### src/rtl/vga_pkg.sv
// Shared VGA/board definitions: board geometry defaults and the move-selector state type.
package vga_pkg;
  localparam int DEF_BOARD_X0 = 256;
  localparam int DEF_BOARD_Y0 = 128;
  localparam int DEF_SQ_LOG2  = 6;
  localparam int DEF_BOARD_N  = 8;

  typedef enum logic [1:0] {IDLE = 2'd0, HOLD = 2'd1, MOVE = 2'd2} board_sel_t;
endpackage

### src/rtl/btn_debounce.sv
// Button debouncer: a new raw level is accepted after DEBOUNCE_CYC consecutive cycles;
// rise/fall pulse for one cycle together with the accepted level change.
module btn_debounce #(
  parameter int DEBOUNCE_CYC = 4
) (
  input  logic clk,
  input  logic rst,
  input  logic raw,
  output logic level,
  output logic rise,
  output logic fall
);
  generate
    if (DEBOUNCE_CYC == 0) begin : g_nodb
      always_ff @(posedge clk) begin
        if (rst) begin
          level <= 1'b0;
          rise  <= 1'b0;
          fall  <= 1'b0;
        end else begin
          level <= raw;
          rise  <= raw & ~level;
          fall  <= ~raw & level;
        end
      end
    end else begin : g_db
      localparam int CW = (DEBOUNCE_CYC > 1) ? $clog2(DEBOUNCE_CYC) : 1;
      localparam logic [CW-1:0] LAST = CW'(DEBOUNCE_CYC - 1);
      logic [CW-1:0] cnt;

      always_ff @(posedge clk) begin
        if (rst) begin
          level <= 1'b0;
          rise  <= 1'b0;
          fall  <= 1'b0;
          cnt   <= '0;
        end else begin
          rise <= 1'b0;
          fall <= 1'b0;
          // any cycle back at the accepted level restarts the stability count
          if (raw == level) begin
            cnt <= '0;
          end else if (cnt == LAST) begin
            level <= raw;
            rise  <= raw;
            fall  <= ~raw;
            cnt   <= '0;
          end else begin
            cnt <= cnt + 1'b1;
          end
        end
      end
    end
  endgenerate
endmodule

### src/rtl/board_cursor_ctrl.sv
// Cursor-to-square mapper plus click-driven pick/place move selector.
// Optional CANCEL_RMB_EN: debounced RMB press cancels a held piece.
module board_cursor_ctrl
  import vga_pkg::*;
#(
  parameter  int BOARD_X0     = DEF_BOARD_X0,
  parameter  int BOARD_Y0     = DEF_BOARD_Y0,
  parameter  int SQ_LOG2      = DEF_SQ_LOG2,
  parameter  int BOARD_N      = DEF_BOARD_N,
  parameter  int DEBOUNCE_CYC = 4,
  localparam int IDX_W        = $clog2(BOARD_N),
  localparam int SQ_W         = 2 * IDX_W
) (
  input  logic            clk,
  input  logic            rst,
  input  logic            lmb,
  input  logic            rmb,
  input  logic [11:0]     mouse_xpos,
  input  logic [11:0]     mouse_ypos,
  output logic [SQ_W-1:0] square,
  output logic            in_board,
  output logic            piece_held,
  output logic [SQ_W-1:0] src_square,
  output logic [SQ_W-1:0] dst_square,
  output logic            move_valid,
  input  logic            move_ready
);
  localparam logic [12:0] SPAN = 13'(BOARD_N << SQ_LOG2);

  logic [12:0] dx, dy;
  logic        inb_n;

  // bit 12 is the sign of the 13-bit difference
  assign dx    = {1'b0, mouse_xpos} - 13'(BOARD_X0);
  assign dy    = {1'b0, mouse_ypos} - 13'(BOARD_Y0);
  assign inb_n = ~dx[12] && (dx < SPAN) && ~dy[12] && (dy < SPAN);

  always_ff @(posedge clk) begin
    if (rst) begin
      square   <= '0;
      in_board <= 1'b0;
    end else begin
      in_board <= inb_n;
      if (inb_n) square <= {dy[SQ_LOG2 +: IDX_W], dx[SQ_LOG2 +: IDX_W]};
    end
  end

  logic click, lmb_level_unused, lmb_rise_unused;

  btn_debounce #(.DEBOUNCE_CYC(DEBOUNCE_CYC)) u_lmb (
    .clk(clk), .rst(rst), .raw(lmb),
    .level(lmb_level_unused), .rise(lmb_rise_unused), .fall(click)
  );

  logic cancel;
`ifdef CANCEL_RMB_EN
  logic rmb_level_unused, rmb_fall_unused;
  btn_debounce #(.DEBOUNCE_CYC(DEBOUNCE_CYC)) u_rmb (
    .clk(clk), .rst(rst), .raw(rmb),
    .level(rmb_level_unused), .rise(cancel), .fall(rmb_fall_unused)
  );
`else
  logic rmb_unused;
  assign rmb_unused = rmb;
  assign cancel     = 1'b0;
`endif

  board_sel_t      state, state_n;
  logic [SQ_W-1:0] src_n, dst_n;

  always_ff @(posedge clk) begin
    if (rst) begin
      state      <= IDLE;
      src_square <= '0;
      dst_square <= '0;
    end else begin
      state      <= state_n;
      src_square <= src_n;
      dst_square <= dst_n;
    end
  end

  always_comb begin
    state_n = state;
    src_n   = src_square;
    dst_n   = dst_square;
    unique case (state)
      IDLE: if (click && in_board) begin
        src_n   = square;
        state_n = HOLD;
      end
      HOLD: begin
        // cancel has priority over a coincident click
        if (cancel) begin
          state_n = IDLE;
        end else if (click && in_board) begin
          if (square == src_square) begin
            state_n = IDLE;
          end else begin
            dst_n   = square;
            state_n = MOVE;
          end
        end
      end
      MOVE: if (move_ready) state_n = IDLE;
      default: state_n = IDLE;
    endcase
  end

  assign piece_held = (state == HOLD);
  assign move_valid = (state == MOVE);
endmodule
### config.mk
export PLATFORM = sky130hd
export DESIGN_NAME = board_cursor_ctrl
export DESIGN_NICKNAME = d
export VERILOG_FILES = /design/src/rtl/vga_pkg.sv /design/src/rtl/btn_debounce.sv /design/src/rtl/board_cursor_ctrl.sv
export SDC_FILE = /design/constraint.sdc
export NUM_CORES = 1
export LEC_CHECK = 0
export BUFFER_PORTS_ARGS = -buffer_cell sky130_fd_sc_hd__buf_4
export CELL_PAD_IN_SITES_DETAIL_PLACEMENT = 1
export CELL_PAD_IN_SITES_GLOBAL_PLACEMENT = 2
export CORE_UTILIZATION = 30
export DETAILED_ROUTE_END_ITERATION = 6
export GPL_TIMING_DRIVEN = 0
export PLACE_DENSITY = 0.79
export SYNTH_ARGS = -nofsm -noshare
export SYNTH_HDL_FRONTEND = slang
export SYNTH_SLANG_ARGS = --single-unit
export TNS_END_PERCENT = 30
### constraint.sdc
create_clock -name clk -period 5.14 [get_ports clk]
set_clock_uncertainty 0.2 [all_clocks]
set_input_delay 0.514 -clock clk [delete_from_list [all_inputs] [get_ports clk]]
set_output_delay 0.514 -clock clk [all_outputs]
set_load 0.01 [all_outputs]
### Word level (Yosys, flattened, before mapping)

Cells that the tools add are included.

| word-level totals | value |
|---|---|
| register bits after elaboration | 25 |
| logic and storage cells | 43 |

| cells by class | value |
|---|---|
| add/subtract/negate cells | 3 |
| magnitude comparators | 2 |
| equal/unequal tests | 8 |
| mux-type cells | 5 |
| bitwise operators | 6 |
| reduce and logical (&&, ||, !) cells | 11 |

Operator list:

| operator | number |
|---|---|
| $lt A13 B10 Y1 const B | 2 |
| $sub A12 B8 Y13 const B | 1 |
| $sub A12 B9 Y13 const B | 1 |
| $mux W2 | 4 |
| $eq A6 B6 Y1 | 1 |
| $not A1 Y1 | 6 |
| $pmux W2 S3 | 1 |
| $reduce_and A3 Y1 | 2 |
| $reduce_or A3 Y1 | 2 |
| $eq A2 B2 Y1 const B | 2 |
| $logic_and A1 B1 Y1 | 4 |
| $ne A2 B1 Y1 const B | 2 |
| $reduce_and A2 Y1 | 2 |
| $add A2 B1 Y2 const B | 1 |
| $eq A2 B1 Y1 const B | 1 |
| $logic_not A2 Y1 | 1 |
| $ne A2 B2 Y1 const B | 1 |
| $eq A1 B1 Y1 | 1 |

### Depth between registers and ports, before layout

Gate-level depths: netlist of run 1.

| logic depth | value |
|---|---|
| word-level depth | 5 |
| depth in mapped cells | 6 |
| gate-level depth less buffers | 6 |

### By module

A second synthesis of run 1 with hierarchy kept.

| second synthesis, totals | value |
|---|---|
| cell total of the unflattened synthesis | 114 |
| area, all modules | 1213.7 µm² |

By module, submodules not included:

| module | times used | cells an instance | area each (µm²) | sequential area each (µm²) |
|---|---|---|---|---|
| board_cursor_ctrl | 1 | 101 | 1032.2 | 420.4 |
| btn_debounce | 1 | 13 | 181.4 | 100.1 |

### Least setup slack after synthesis of run 1

Ideal clock, no wire load.

| path | value |
|---|---|
| kind | input port to flip-flop |
| from | input mouse_xpos[8] |
| to | register square[2] |
| arrival time | 1.686 ns |
| slack | 3.133 ns |
| stages | 6 |
| path buffers | 0 |
| path through | inv_1 ha_1 xor2_1 nor4b_4 o211ai_4 mux2_4 |

| on the way | value |
|---|---|
| longest elaborated chain between the ends | 5 |

Ends and longest elaborated chain:

| item | RTL line | RTL |
|---|---|---|
| start: declaration | board_cursor_ctrl.sv:18 | `input logic [11:0] mouse_xpos,` |
| $sub A12 B9 Y13 * | board_cursor_ctrl.sv:34 | `assign dx = {1'b0, mouse_xpos} - 13'(BOARD_X0);` |
| $lt A13 B10 Y1 / $not A1 Y1 (equally long branches) | board_cursor_ctrl.sv:36 | `assign inb_n = ~dx[12] && (dx < SPAN) && ~dy[12] && (dy < SPAN);` |
| $logic_and A1 B1 Y1 (3 in series) | board_cursor_ctrl.sv:36 |  |
| end signal: assignment | board_cursor_ctrl.sv:44 | `if (inb_n) square <= {dy[SQ_LOG2 +: IDX_W], dx[SQ_LOG2 +: IDX_W]};` |
| end: declaration | board_cursor_ctrl.sv:20 | `output logic [SQ_W-1:0] square,` |

Every way passes the cells marked *; elsewhere a longest branch is shown, timed or not.
A chain may end at the register's enable or synchronous reset.

### Final worst setup path of run 1

| path | value |
|---|---|
| from | input mouse_xpos[8] |
| to | register square[5] |

| on the way | value |
|---|---|
| longest elaborated chain between the ends | 5 |

Ends and longest elaborated chain:

| item | RTL line | RTL |
|---|---|---|
| $sub A12 B9 Y13 | board_cursor_ctrl.sv:34 |  |
| net dx[8] | board_cursor_ctrl.sv:30 | `logic [12:0] dx, dy;` |
| $lt A13 B10 Y1 | board_cursor_ctrl.sv:36 |  |
| $logic_and A1 B1 Y1 (3 in series) | board_cursor_ctrl.sv:36 |  |

The timed path passes the listed nets, and every way through them passes these cells.

==> results of run 1 <==
## critical path, stage by stage
cell      delay (ps)
buf_4            100
inv_1             40
ha_1             210
xor2_1           170
nor4b_4          320
o211ai_4         220
mux2_4           340
## cells in the final DEF, fill, tap and decap left out, drive strengths merged
cell,n
o211ai,1
nand3,1
nor4bb,1
nor2,12
a21oi,1
nor2b,6
inv,7
buf,36
nor4,1
nand2,1
o21ba,1
mux2i,15
xor2,7
nor3,3
o21bai,1
dfxtp,25
a31oi,1
xnor2,4
ha,3
mux2,4
and2b,1
or2,1
clkbuf,6
nand2b,11
nor4b,2
or3,1
## sequential cells by signal, indices dropped and copies added, names as in the netlist
| name | cells |
|---|---|
| dst_square | 6 |
| src_square | 6 |
| square | 6 |
| u_lmb.level | 1 |
| u_lmb.fall | 1 |
| in_board | 1 |
| u_lmb.g_db.cnt | 2 |
| state | 2 |
## metal layers
metal,global-route usage,up-vias,wire length [µm]
met3,0.0278,5,118
met2,0.247,27,1320
met4,0.0652,0,57
met5,0,-,0
met1,0.167,434,1210
li1,-,454,-
## final cells by class
cell class / instances / area share
buffer: 3 / 0.00706
clock buffer: 3 / 0.0259
clock inverter: 1 / 0.00549
inverter: 6 / 0.0141
multi-input combinational: 79 / 0.426
sequential: 25 / 0.314
tap: 48 / 0.0377
timing repair buffer: 36 / 0.170
## where the power goes
group / switching (µW) / internal (µW) / leakage (µW) / total, µW
combinational: 15.4 / 17.5 / 0.000501 / 32.9
sequential: 1.07 / 195 / 0.000202 / 196
clock: 66.8 / 56.8 / 0.0000261 / 124
total: 83.3 / 269 / 0.000729 / 353
## through the flow
stage | power [µW] | setup slack, ps | hold WS (ps) | utilization
after floorplan | 218 | 3130 | 197 | -
after global placement | 232 | 2940 | 205 | 0.409
after detailed placement | 234 | 2860 | 216 | 0.409
after CTS | 357 | 3150 | 212 | 0.423
after global routing | 366 | 3100 | 210 | 0.423
final | 353 | 3160 | 215 | 0.423
## how the worst max path moves through the flow
stage	startpoint	end	slack [ps]	depth (start not counted)
global route	mouse_xpos[8]	square[5]	3100	7
finish	mouse_xpos[8]	square[5]	3160	7
CTS	mouse_xpos[8]	square[5]	3150	7
global placement	mouse_xpos[8]	square[5]	2940	7
detailed placement	mouse_xpos[8]	square[5]	2860	7
floorplan	mouse_xpos[8]	square[2]	3130	6
## Yosys cell counts, types with 2 or more instances
cell      count
ha_1          3
xor2_1        7
inv_1         6
dfxtp_1      25
clkbuf_1      3
mux2i_1      15
nor2b_1       6
nor2_1       12
nor3_1        2
mux2_4        4
nand2b_1     11
xnor2_1       4
## cell families (layout without fill, tap and decap cells)
| group | Yosys count | after routing | synth area share |
|---|---|---|---|
| compound gates | 5 | 5 | 0.0536 |
| simple gates | 41 | 41 | 0.223 |
| mux | 19 | 19 | 0.173 |
| fa+ha+maj | 3 | 3 | 0.0309 |
| buf+inv | 9 | 49 | 0.0278 |
| flops | 25 | 25 | 0.412 |
| xor+xnor | 11 | 11 | 0.0794 |
==> impl_metrics.json, run 1 <==
{
  "syn_nets": 145,
  "core-area_mm2": 0.00377,
  "setup.worst_path.class": "in2reg",
  "reg2reg_setup_slack_ps": 3310,
  "ys.warnings.count": 0,
  "regArea_um2": 500,
  "setup_viol": 0,
  "port_buffers": 36,
  "cts_tree": "yes",
  "synth_top_area_frac": 0.412,
  "avgRoutedWirePerCell_um": 13.4,
  "tightestPinTransition_ps": 656,
  "syn_avg_cell_area_um2": 10.7,
  "syn_area_mm2": 0.00121,
  "die_h_um": 65.6,
  "cp.arrival_ps": 1940,
  "row_count": 22,
  "ant_nets": 0,
  "fin_setup_tns_ps": 0,
  "synth_seq_cells": 25,
  "gp_congestion": 0.664,
  "via_count": 920,
  "worst_setup_path_end_kind": "flip-flop",
  "ir_worst_vdd_uv": 89.0,
  "hold_viol": 0,
  "worst_skew_pair.late_latency_ps": 280,
  "status": "completed",
  "cts.repair.resized": 0,
  "stdcell_area_mm2": 0.00159,
  "clk_pin_slew_ps": 100,
  "io-pin-count": 50,
  "max_slew_margin": 0.560,
  "netlist_top_cells_area": "dfxtp_1, mux2i_1, nand2b_1",
  "ctsHtreeMaxLevel": 1,
  "drv_slew": 0,
  "startpoint_type": "primary input",
  "cts-buffers-inserted": 3,
  "rsz0062_at_grt": "false",
  "synth_top_area_cell": "dfxtp_1",
  "cts_buffer_depth": 2,
  "grt-ovfl-total": 0,
  "multiInputGateArea_um2": 679,
  "instances_no_fill": 201,
  "min_from": "lmb",
  "dpl_cell_area_mm2": 0.00154,
  "synth_edf_count": 0,
  "syn_to_final_growth_pct": 31.3,
  "maxClockFrequency_ghz": 0.505,
  "cts.sinks": 25,
  "drive_gt1_frac": 0.333,
  "hold_buffers": 0,
  "finalCritPeriodShare": 0.385,
  "holdPathStages": 2,
  "p_leak_uw": 0.000729,
  "grt_max_degree": 17,
  "p_per_area_mw_per_mm2": 221,
  "drt-total-wl_mm": 2.70,
  "ys_async_sr_fraction": 0,
  "synth_flop_cell": "dfxtp_1",
  "die_w_um": 65.6,
  "dpl.cell_count": 197,
  "drt_pass1_iterations": 2,
  "ys_seq_area_frac": 0.412,
  "grtUsageTotal": 0.143,
  "timing.rr.start": "square[1]",
  "die-area_mm2": 0.00430,
  "cp.required_ps": 5100,
  "drc_errors": 0,
  "holdPathEnd": "u_lmb.fall",
  "grt_pass1_vias": 986,
  "post_cts_buffers": 0,
  "start_util": 0.322,
  "diodes": 0,
  "antenna_found_initial": 0,
  "drt_iter0_drc": 4,
  "ys_types": 27,
  "grt_pass1_wl_mm": 4.53,
  "ctsRootBufferMaster": "clkbuf_8",
  "synth_cells": 113,
  "fillers": 434,
  "ff2ff_path_depth": 4,
  "routed_via_density": 4.58,
  "hold_class": "in2reg",
  "drv_cap": 0,
  "period_needed_ps": 1980,
  "path_max_fanout": 7,
  "post-dp-hpwl_mm": 2.10,
  "fin_nets": 186,
  "r2r-end": "dst_square[2]"
}
Power figures use the tool's default switching activity.
==> run 2: changes to the inputs <==
--- a/config.mk
+++ b/config.mk
@@ -8,10 +8,10 @@
 export BUFFER_PORTS_ARGS = -buffer_cell sky130_fd_sc_hd__buf_4
 export CELL_PAD_IN_SITES_DETAIL_PLACEMENT = 1
 export CELL_PAD_IN_SITES_GLOBAL_PLACEMENT = 2
-export CORE_UTILIZATION = 30
+export CORE_UTILIZATION = 28
 export DETAILED_ROUTE_END_ITERATION = 6
 export GPL_TIMING_DRIVEN = 0
-export PLACE_DENSITY = 0.79
+export PLACE_DENSITY = 0.74
 export SYNTH_ARGS = -nofsm -noshare
 export SYNTH_HDL_FRONTEND = slang
 export SYNTH_SLANG_ARGS = --single-unit
==> constraint.sdc (replaced) <==
create_clock -name clk -period 1.85 [get_ports clk]
set_clock_uncertainty 0.2 [all_clocks]
set_input_delay 0.185 -clock clk [delete_from_list [all_inputs] [get_ports clk]]
set_output_delay 0.185 -clock clk [all_outputs]
set_load 0.01 [all_outputs]
==> impl_metrics.json, run 2 (synthesis gave the netlist of run 1 again) <==
{
  "grt-ovfl-total": 0,
  "path_cells": "xor2_1, nor4_4, a31oi_4, mux2_4",
  "core-area_mm2": 0.00409,
  "instances_no_fill": 207,
  "ff2ff_path_depth": 4,
  "cp.arrival_ps": 1720,
  "post_cts_buffers": 0,
  "die_w_um": 67.8,
  "grt_pass1_vias": 1051,
  "startpoint_type": "flip-flop",
  "drt_pass1_iterations": 3,
  "fin_nets": 190,
  "ir_worst_vdd_uv": 217,
  "cp.depth": 4,
  "internal_power_uw": 749,
  "fillers": 480,
  "gp_congestion": 0.743,
  "cts_buffer_depth": 2,
  "swShare": 0.216,
  "drt_iter0_drc": 10,
  "p_sw_uw": 207,
  "critPathTopFamily": "flip-flops",
  "p_clk_frac": 0.329,
  "final_common_cell": "buf_4",
  "worst_skew_pair.late_latency_ps": 260,
  "die_h_um": 67.8,
  "p_per_area_mw_per_mm2": 586,
  "clk_pin_slew_ps": 80,
  "setup.worst_path.class": "reg2reg",
  "crit_end": "dst_square[5]",
  "drv_slew": 0,
  "row_count": 23,
  "cp.required_ps": 1800,
  "routed_via_density": 4.51,
  "finalCritPeriodShare": 0.955,
  "ant_nets": 0,
  "maxClockFrequency_ghz": 0.566,
  "cts-buffers-inserted": 3,
  "grtUsageTotal": 0.135,
  "reg2reg_setup_slack_ps": 80,
  "avgRoutedWirePerCell_um": 13.3,
  "via_count": 934,
  "crit_path_start": "square[5]",
  "combinationalPowerShare": 0.101,
  "grt_max_degree": 14,
  "status": "completed",
  "dpl_cell_area_mm2": 0.00155,
  "fin_util": 0.399,
  "cts.sinks": 25,
  "post-dp-hpwl_mm": 2.22,
  "port_buffers": 36,
  "p_seq_frac": 0.570,
  "drc_errors": 0,
  "path_max_fanout": 7,
  "final_cell_mix": "buf_4, dfxtp_1, mux2i_1, nor2_1, nand2b_1",
  "setup_viol": 0,
  "cts_tree": "yes",
  "die-area_mm2": 0.00460,
  "drv_cap": 0,
  "ctsRootBufferMaster": "clkbuf_8",
  "tightestPinTransition_ps": 634,
  "antenna_found_initial": 0,
  "drive_gt1_frac": 0.318,
  "cts.repair.resized": 0,
  "hold_viol": 0,
  "dpl.cell_count": 199,
  "timing.rr.start": "square[5]",
  "io-pin-count": 50,
  "grt_pass1_wl_mm": 4.67,
  "rsz0062_at_grt": "false",
  "holdPathStages": 3,
  "r2r-end": "dst_square[5]",
  "critPathBufInv": 0,
  "syn_to_final_growth_pct": 34.4,
  "fin_setup_tns_ps": 0,
  "ctsHtreeMaxLevel": 1,
  "worst_setup_path_end_kind": "flip-flop",
  "p_leak_uw": 0.000742,
  "reg_top3": "dst_square (6), square (6), src_square (6)",
  "slowest_delay_ps": 360,
  "stdcell_area_mm2": 0.00163,
  "cp_slowest_cell": "dfxtp_1",
  "drt-total-wl_mm": 2.75,
  "hold_class": "in2reg",
  "diodes": 0,
  "max_slew_margin": 0.575,
  "period_needed_ps": 1770,
  "start_util": 0.297
}
run 2: cell count changes in the layout (fill, tap and decap cells not counted):
cell,previous run,this run
dlygate4sd3_1,0,4
clkbuf_1,3,4
inv_6,1,0
run 2: power groups by stage:
| stage | Combinational (µW) | Sequential, µW | Clock [µW] |
|---|---|---|---|
| floorplan | 48.0 | 557 | 0 |
| global placement | 89.6 | 557 | 0 |
| detailed placement | 92.2 | 557 | 0 |
| CTS | 99.5 | 545 | 327 |
| global route | 108 | 545 | 348 |
| finish | 96.9 | 544 | 314 |
run 2: per-stage QoR:
step | worst slack (ps) | hold slack [ps] | power [µW]
after detailed placement | -88.2 | 196 | 650
after CTS | 6.51 | 15.6 | 971
after global placement | -31.2 | 178 | 646
after floorplan | 172 | 60.7 | 605
final | 83.2 | 13.8 | 955
after global routing | 0.834 | 27.8 | 1000
run 2: worst min-delay path: cells and delay by family:
kind | cells | cell delay, ps
AND/OR/NAND/NOR | 1 | 90
buffers and inverters | 1 | 90
multiplexers | 1 | 60
run 2: final cells by class:
type,instances,area [µm²],area share
plain buffers,3,11.3,0.00690
clock buffers,4,45.0,0.0276
inverters,6,22.5,0.0138
multi-input cells,79,679,0.416
flip-flops and latches,25,500,0.307
well taps,50,62.6,0.0383
repair buffers,40,310,0.190
run 2: worst min path at each step:
stage | startpoint | to | slack [ps]
after floorplan | lmb | u_lmb.fall | 60
after global placement | lmb | u_lmb.fall | 180
after detailed placement | lmb | u_lmb.fall | 200
after CTS | mouse_ypos[7] | square[4] | 20
after global routing | mouse_ypos[7] | square[4] | 30
final | mouse_ypos[7] | square[4] | 10
run 2: timing repair:
action / 4_1_cts / 5_1_grt
setup endpoints to repair: 0 / 2
hold endpoints to repair: 4 / 0
hold buffers: 4 / 0
run 2: per-layer routing:
| layer | part of all wire | track usage |
|---|---|---|
| met1 | 0.44 | 0.155 |
| met2 | 0.49 | 0.252 |
| met3 | 0.053 | 0.0233 |
| met4 | 0.0098 | 0.0391 |
| met5 | 0 | 0 |
